### config.mk
export PLATFORM = sky130hd
export DESIGN_NAME = bist_controller
export DESIGN_NICKNAME = d
export VERILOG_FILES = /design/src/rtl/bist_pkg.sv /design/src/rtl/bist_cnt.sv /design/src/rtl/bist_controller.sv
export SDC_FILE = /design/constraint.sdc
export NUM_CORES = 1
export LEC_CHECK = 0
export BUFFER_PORTS_ARGS = -buffer_cell sky130_fd_sc_hd__buf_2
export CORE_AREA = 2 2 61 63
export CTS_CLUSTER_SIZE = 25
export DETAILED_ROUTE_END_ITERATION = 8
export DIE_AREA = 0 0 63 65
export PLACE_DENSITY = 0.75
export RECOVER_POWER = 25
export SYNTH_ARGS = -nofsm -noshare
export SYNTH_HDL_FRONTEND = slang
export SYNTH_SLANG_ARGS = --single-unit
### constraint.sdc
create_clock -name clk -period 1.7 [get_ports clk]
set_input_delay 0.17 -clock clk [delete_from_list [all_inputs] [get_ports clk]]
set_output_delay 0.17 -clock clk [all_outputs]
set_load 0.005 [all_outputs]
### src/rtl/bist_pkg.sv
// Shared definitions for the logic-BIST sequencer and its LFSR/MISR neighbours.
package bist_pkg;

  localparam int SCAN_LEN_DEF     = 179;
  localparam int NUM_PATTERNS_DEF = 1024;
  localparam int SIG_W_DEF        = 16;

  typedef enum logic [2:0] {
    ST_IDLE,
    ST_INIT,
    ST_SHIFT,
    ST_CAPTURE,
    ST_UNLOAD,
    ST_COMPARE,
    ST_DONE
  } bist_state_t;

endpackage

### src/rtl/bist_cnt.sv
// Up-counter with synchronous clear (priority over enable) and a terminal-count
// flag raised while the count sits at LIMIT-1.
module bist_cnt #(
  parameter int LIMIT = 4,
  parameter int W     = $clog2(LIMIT + 1)
) (
  input  logic         clk,
  input  logic         rst,
  input  logic         clr,
  input  logic         en,
  output logic [W-1:0] cnt,
  output logic         tc
);

  always_ff @(posedge clk or negedge rst) begin
    if (!rst) begin
      cnt <= '0;
    end else if (clr) begin
      cnt <= '0;
    end else if (en) begin
      cnt <= cnt + 1'b1;
    end
  end

  assign tc = (cnt == W'(LIMIT - 1));

endmodule

### src/rtl/bist_controller.sv
// Logic-BIST sequencer: seeds the LFSR, clears the MISR, runs NUM_PATTERNS
// shift/capture patterns, unloads, then checks the MISR against GOLDEN_SIG.
module bist_controller
  import bist_pkg::*;
#(
  parameter int                NUM_PATTERNS = NUM_PATTERNS_DEF,
  parameter int                SCAN_LEN     = SCAN_LEN_DEF,
  parameter int                SIG_W        = SIG_W_DEF,
  parameter logic [SIG_W-1:0]  GOLDEN_SIG   = '0
) (
  input  logic                                clk,
  input  logic                                rst,
  input  logic                                bistmode,
  input  logic [SIG_W-1:0]                    misr_sig,
  output logic                                test_mode,
  output logic                                lfsr_seed,
  output logic                                lfsr_en,
  output logic                                misr_clr,
  output logic                                misr_en,
  output logic                                scan_en,
  output logic                                bistdone,
  output logic                                bistpass,
  output bist_state_t                         state_dbg,
  output logic [$clog2(SCAN_LEN+1)-1:0]       shift_cnt_dbg,
  output logic [$clog2(NUM_PATTERNS+1)-1:0]   pat_cnt_dbg
);

  localparam int SHIFT_W = $clog2(SCAN_LEN + 1);
  localparam int PAT_W   = $clog2(NUM_PATTERNS + 1);

  // bistmode is a level request with no handshake: 1 starts or holds a run,
  // 0 aborts any run on the next edge. Outputs decode only registered state.
  bist_state_t        state_q, state_d;
  logic               pass_q;
  logic               shift_clr, shift_en, shift_tc;
  logic               pat_clr, pat_en, pat_tc;
  logic [SHIFT_W-1:0] shift_cnt;
  logic [PAT_W-1:0]   pat_cnt;
  logic               abort;

  assign abort = (state_q != ST_IDLE) && !bistmode;

  bist_cnt #(.LIMIT(SCAN_LEN), .W(SHIFT_W)) u_shift_cnt (
    .clk (clk),
    .rst (rst),
    .clr (shift_clr),
    .en  (shift_en),
    .cnt (shift_cnt),
    .tc  (shift_tc)
  );

  bist_cnt #(.LIMIT(NUM_PATTERNS), .W(PAT_W)) u_pat_cnt (
    .clk (clk),
    .rst (rst),
    .clr (pat_clr),
    .en  (pat_en),
    .cnt (pat_cnt),
    .tc  (pat_tc)
  );

  always_ff @(posedge clk or negedge rst) begin
    if (!rst) begin
      state_q <= ST_IDLE;
    end else begin
      state_q <= state_d;
    end
  end

  always_ff @(posedge clk or negedge rst) begin
    if (!rst) begin
      pass_q <= 1'b0;
    end else if (abort || state_q == ST_IDLE || state_q == ST_INIT) begin
      pass_q <= 1'b0;
    end else if (state_q == ST_COMPARE) begin
      pass_q <= (misr_sig == GOLDEN_SIG);
    end
  end

  always_comb begin
    state_d   = state_q;
    test_mode = 1'b0;
    lfsr_seed = 1'b0;
    lfsr_en   = 1'b0;
    misr_clr  = 1'b0;
    misr_en   = 1'b0;
    scan_en   = 1'b0;
    bistdone  = 1'b0;
    bistpass  = 1'b0;
    shift_clr = 1'b0;
    shift_en  = 1'b0;
    pat_clr   = 1'b0;
    pat_en    = 1'b0;

    case (state_q)
      ST_IDLE: begin
        shift_clr = 1'b1;
        pat_clr   = 1'b1;
        if (bistmode) state_d = ST_INIT;
      end
      ST_INIT: begin
        test_mode = 1'b1;
        lfsr_seed = 1'b1;
        misr_clr  = 1'b1;
        shift_clr = 1'b1;
        pat_clr   = 1'b1;
        state_d   = ST_SHIFT;
      end
      ST_SHIFT: begin
        test_mode = 1'b1;
        scan_en   = 1'b1;
        lfsr_en   = 1'b1;
        // The first load unloads reset state, which must not reach the MISR.
        misr_en   = (pat_cnt != '0);
        if (shift_tc) begin
          shift_clr = 1'b1;
          state_d   = ST_CAPTURE;
        end else begin
          shift_en  = 1'b1;
        end
      end
      ST_CAPTURE: begin
        test_mode = 1'b1;
        lfsr_en   = 1'b1;
        misr_en   = 1'b1;
        pat_en    = 1'b1;
        state_d   = pat_tc ? ST_UNLOAD : ST_SHIFT;
      end
      ST_UNLOAD: begin
        test_mode = 1'b1;
        scan_en   = 1'b1;
        lfsr_en   = 1'b1;
        misr_en   = 1'b1;
        if (shift_tc) begin
          shift_clr = 1'b1;
          state_d   = ST_COMPARE;
        end else begin
          shift_en  = 1'b1;
        end
      end
      ST_COMPARE: begin
        test_mode = 1'b1;
        state_d   = ST_DONE;
      end
      ST_DONE: begin
        test_mode = 1'b1;
        bistdone  = 1'b1;
        bistpass  = pass_q;
      end
      default: state_d = ST_IDLE;
    endcase

    if (abort) begin
      state_d   = ST_IDLE;
      shift_clr = 1'b1;
      pat_clr   = 1'b1;
      shift_en  = 1'b0;
      pat_en    = 1'b0;
    end
  end

  assign state_dbg     = state_q;
  assign shift_cnt_dbg = shift_cnt;
  assign pat_cnt_dbg   = pat_cnt;

endmodule

# Word-level counts from Yosys, hierarchy flattened
# Index checks and enable logic that the tools add are counted.
[totals] out_inout_bits=30 reg_bits=23 elab_cells=64 input_bits=19
[op_classes] muxes=29 add_sub_neg=2 reduce_logical=17 n_eq_ne=12
[ops] op="$mux 11" n=2
[ops] op="$pmux 3 s7" n=1
[ops] op="$mux 1" n=17
[ops] op="$logic_not 16->1" n=1
[ops] op="$mux 8" n=2
[ops] op="$mux 3" n=5
[ops] op="$add 11x1->11 const B" n=1
[ops] op="$eq 11x10->1 const B" n=1
[ops] op="$reduce_bool 11->1" n=1
[ops] op="$eq 3x3->1 const B" n=3
[ops] op="$ne 3x3->1 const B" n=3
[ops] op="$add 8x1->8 const B" n=1
[ops] op="$eq 8x8->1 const B" n=1
[ops] op="$eq 3x2->1 const B" n=2
[ops] op="$reduce_bool 2->1" n=3
[ops] op="$reduce_or 2->1" n=3
[ops] op="$reduce_or 6->1" n=1
[ops] op="$pmux 1 s2" n=2
[ops] op="$reduce_and 4->1" n=1
[ops] op="$eq 3x1->1 const B" n=1
[ops] op="$logic_not 3->1" n=1
[ops] op="$reduce_bool 3->1" n=1
[ops] op="$reduce_or 3->1" n=1
[ops] op="$logic_or 1x1->1" n=2
[ops] op="3 further kinds" n=3

# Longest topological paths before layout
[depth] word_depth=6 ltp_mapped=8 ltp_nobuf=7

# Modules after synthesis
# Synthesis repeated with hierarchy kept, for this count alone.
[unflattened] hier_cells=150 area_unflattened_um2=1383.8
[by_module_without_submodules] mod="bist_cnt (u_pat_cnt)" area_each_um2=555.5 instances=1 cells_each=56 seq_area_each_um2=275.3
[by_module_without_submodules] mod="bist_cnt (u_shift_cnt)" area_each_um2=416.6 instances=1 cells_each=41 seq_area_each_um2=200.2
[by_module_without_submodules] mod="bist_controller" area_each_um2=411.6 instances=1 cells_each=53 seq_area_each_um2=100.1

# Worst setup path before layout
# No wires, ideal clock.
[synth_timing] path_kind="reg2reg" start="reg state_q[0] (netlist: state_dbg[0])" end="reg state_q[1] (netlist: state_dbg[1])" required_time_ns=1.568 path_stages_with_launch=7 synth_period_minus_slack_ns=1.798 path_buffers=1 arrival_ns=1.666 setup_time_ns=0.132 setup_slack_ns=-0.098 path_cell_list="dfrtp_1 -> inv_1 -> ha_1 -> clkbuf_1 -> o41a_1 -> o31ai_1 -> o31ai_1"
[synth_between] elab_chain_len=4 elab_cells_between_ends=16 cone_classes="eq/ne: 10; mux: 2; reduce/logical: 4"
[synth_lines] item="start: declaration" line="bist_controller.sv:33" rtl="bist_state_t state_q, state_d;"
[synth_lines] item="start signal: assignment" line="bist_controller.sv:65" rtl="state_q <= state_d;"
[synth_lines] item="$reduce_bool 3->1" line="bist_controller.sv:41" rtl="assign abort = (state_q != ST_IDLE) && !bistmode;"
[synth_lines] item="$logic_and 1x1->1" line="bist_controller.sv:41"
[synth_lines] item="$ne 3x3->1 (no line) / $ne 2x2->1 (equally long branches)"
[synth_lines] item="$reduce_and 4->1 (no line)"
# Parallel ways exist; a longest one is shown, timed or not.
# A chain may end at the register's enable or synchronous reset.

# Final worst setup path
[layout_timing] start="reg state_q[1] (netlist: state_dbg[1])" end="out scan_en"
[layout_between] elab_chain_len=3 elab_cells_between_ends=4 cone_classes="eq/ne: 2; mux: 1; reduce/logical: 1"
[layout_lines] item="$eq 3x3->1 / $eq 3x2->1 (equally long branches)" line="bist_controller.sv:94" rtl="case (state_q)"
[layout_lines] item="$reduce_or 2->1 (no line) (*)"
[layout_lines] item="$mux 1 (*)" line="bist_controller.sv:94"
[layout_lines] item="end: declaration" line="bist_controller.sv:20" rtl="output logic scan_en,"
# Every way passes the cells marked *; elsewhere a longest branch is shown, timed or not.

==> run metrics <==
die area=approximately 0.0041 sq mm; Hold Vio Cnt, Final=0; Clock Latency Late Sink=~330 ps; Starting Density=0.442; final core occ=0.667; Worst Max-Slew Pin Slew=approximately 1300 ps; clk_skew=9.30 ps; worst setup path class=flop to primary output; cell row count=22; DRT iter0 DRCs=52; die width=63 microns; Netlist cell types=45; area occupied by registers=578 sq um; drt via density=5.49; multi-input logic area=0.00107 sq mm; Crit-path slowest cell=dfrtp_1; Worst path top cell family by delay=flip-flops; vias in the first global route=1529; Crit. End Element=primary output; HPWL Detailed=2.86 mm; Routed Wire Length=between 4 and 5 mm; Startpoint Class=flop; Die Y=roughly 65 microns; Antenna Cells=0; syn_area_per_cell=8.88 sq um; worst min-delay path startpoint=bistmode; FMAX=572 MHz; hold path cells=3; Worst VDD drop=0.587 mV; Final min period=1750 ps; WL per Instance=15.0 microns; Post-synth top flop=dfrtp_1; GRT Residual Overflow=0; CTS root buffer=clkbuf_4; worst reg2reg startpoint=state_dbg[1]; Via Count=1658; CTS buffer count=3; synth-to-layout area growth=50.9%; Max FO, Critical Path=4; sequential-to-total area share from yosys stat=0.372; RSZ-0062 raised after global routing=true; DRC violations left=0; max-cap viol count=0; final worst setup slack=-48.9 ps; Ys Warns=0; Tot GR Track Use=0.210; WHS Endpoint=state_dbg[0]; Final Cycle Share=1.03; status=finished with violations; Worst R2R Path Depth=5; number of flops mapped to enable cells by yosys=0; initial antenna violation count=0; CP Buf/Inv Count=4; #FFs+latches synth=23; crit path launch=state_dbg[1]; clock slew at reported path FFs=140 ps; Commonest cells post-synth=dfrtp_1 (23), nor2_1 (20), nand2_1 (12), nand3_1 (12); Relative slew margins=0.143; layout cells sized above 1=0.484; CTS tree=yes; Area contributors post-synth=dfrtp_1 (37%), ha_1 (6.5%), nor2_1 (4.9%), xor2_1 (4.5%), nand3_1 (3.9%); # setup viols final=2; pwr/cell area=just under 900 mW/mm^2; failing checks=negative setup slack; ANT nets after route=0; largest stage delay on the critical path=450 ps; LEAKAGE=between 1 and 1.5 nW; crit-path cells=buf_6 -> ha_4 -> nand2b_4 -> and2_4 -> inv_2 -> buf_6 -> buf_6; fraction of registers with async set/reset=1.00; share of the synthesized area in the top cell type=0.372; core region area=0.00350 sq mm; class of the worst hold path=primary input to flop; Final Max Slew Viols=0; fillcell total=263; CTS max path bufs=2; Synth Net Count=approximately 200; Crit Reg-Reg Endpoint=state_dbg[1]; most frequent cell after synthesis=dfrtp_1; Mapped Area=0.00155 sq mm; final cell count without fillers=302; area leader, netlist=dfrtp_1; clk sinks=23; # placed instances=281; crit-path most repeated cell=buf_6; Post-Syn Instances=approximately 170; CP required=1530 ps; reg-to-reg slack, setup=10 ps; Total Nets Final=282; routability cong.=0.826; WP data arrival=1580 ps; largest net degree at the start of global routing=24; first-pass GRT wire length=6.87 mm; total negative slack=-69.4 ps; htree depth=1; overall power=0.00202 W; number of top-level pins=49; 1st-pass router iterations=4; Port Buf Inserts=48
-- cells in the final DEF, fill, tap and decap left out, types with 3 or more instances in the layout --
master    instances
a21oi_1           5
a21oi_2           3
buf_2            46
buf_4            28
buf_6            10
clkbuf_4          3
dfrtp_1          21
ha_1              3
ha_4              5
inv_1             4
inv_2             4
nand2_1          12
nand3_1          11
nand4_1           5
nor2_1           19
nor4_1            5
o21ai_0           4
xnor2_1           3
xor2_1            8
-- through the flow --
step / setup WS, ps / hold slack, ps / area [sq um]
floorplan: 2.17 / -126 / 1560
CTS: -6.59 / 202 / 2140
global route: -101 / 252 / 2330
detailed placement: -27.5 / 186 / 1950
global placement: 23.8 / 177 / 1950
finish: -48.9 / 211 / 2330
-- per-layer routing --
layer | vias to the layer above | wire length, microns | share of wire | track usage
met5 | - | 0 | 0 | 0
met4 | 0 | 101 | 0.022 | 0.0917
met3 | 9 | 268 | 0.059 | 0.0243
met2 | 59 | 2130 | 0.47 | 0.347
met1 | 796 | 2020 | 0.45 | 0.277
li1 | 794 | - | - | -
-- worst min-delay path, delay by kind of cell --
kind                   cells  cell delay, ps
AND/OR/NAND/NOR            2             160
buffers and inverters      1             170
-- repair_timing --
item	CTS	global route
setup buffers	9	7
resized for setup	20	33
hold endpoints to repair	23	0
cloned	0	0
setup endpoints to repair	9	17
hold buffers	1	0
pin swaps	2	14
-- cell type report --
cell class	count	share of cell area
Timing Repair Buffer	86	0.243
Clock buffer	4	0.0113
Inverter	8	0.0129
Multi-Input combinational cell	133	0.459
Tap cell	48	0.0258
Sequential cell	23	0.248
-- state kept, by name, indices dropped and copies added (netlist names) --
| name | count |
|---|---|
| u_pat_cnt.cnt | 11 |
| pass_q | 1 |
| u_shift_cnt.cnt | 8 |
| state_dbg | 3 |
-- worst max path at each step --
| stage | endpoint | cells after the start |
|---|---|---|
| finish | scan_en | 7 |
| global route | scan_en | 7 |
| CTS | scan_en | 7 |
| detailed placement | u_shift_cnt.cnt[5] | 6 |
| global placement | u_shift_cnt.cnt[7] | 6 |
| floorplan | u_shift_cnt.cnt[7] | 7 |
-- power by group --
part	switching (W)	internal (W)	leakage, nW
Combinational	0.000569	0.000587	0.735
Sequential	0.0000261	0.000572	0.315
Clock	0.000177	0.0000921	0.0150
-- cell families after synthesis --
kind of cell,count (synthesis),share of synthesized area
xor gates and xnor gates,11,0.0624
and+or+nand+nor,77,0.282
AOI/OAI and AO/OA,37,0.166
buffers and inverters,18,0.0526
adders and majority gates,8,0.0648
DFF,23,0.372
Note: power is estimated with default switching activity, not from simulation.
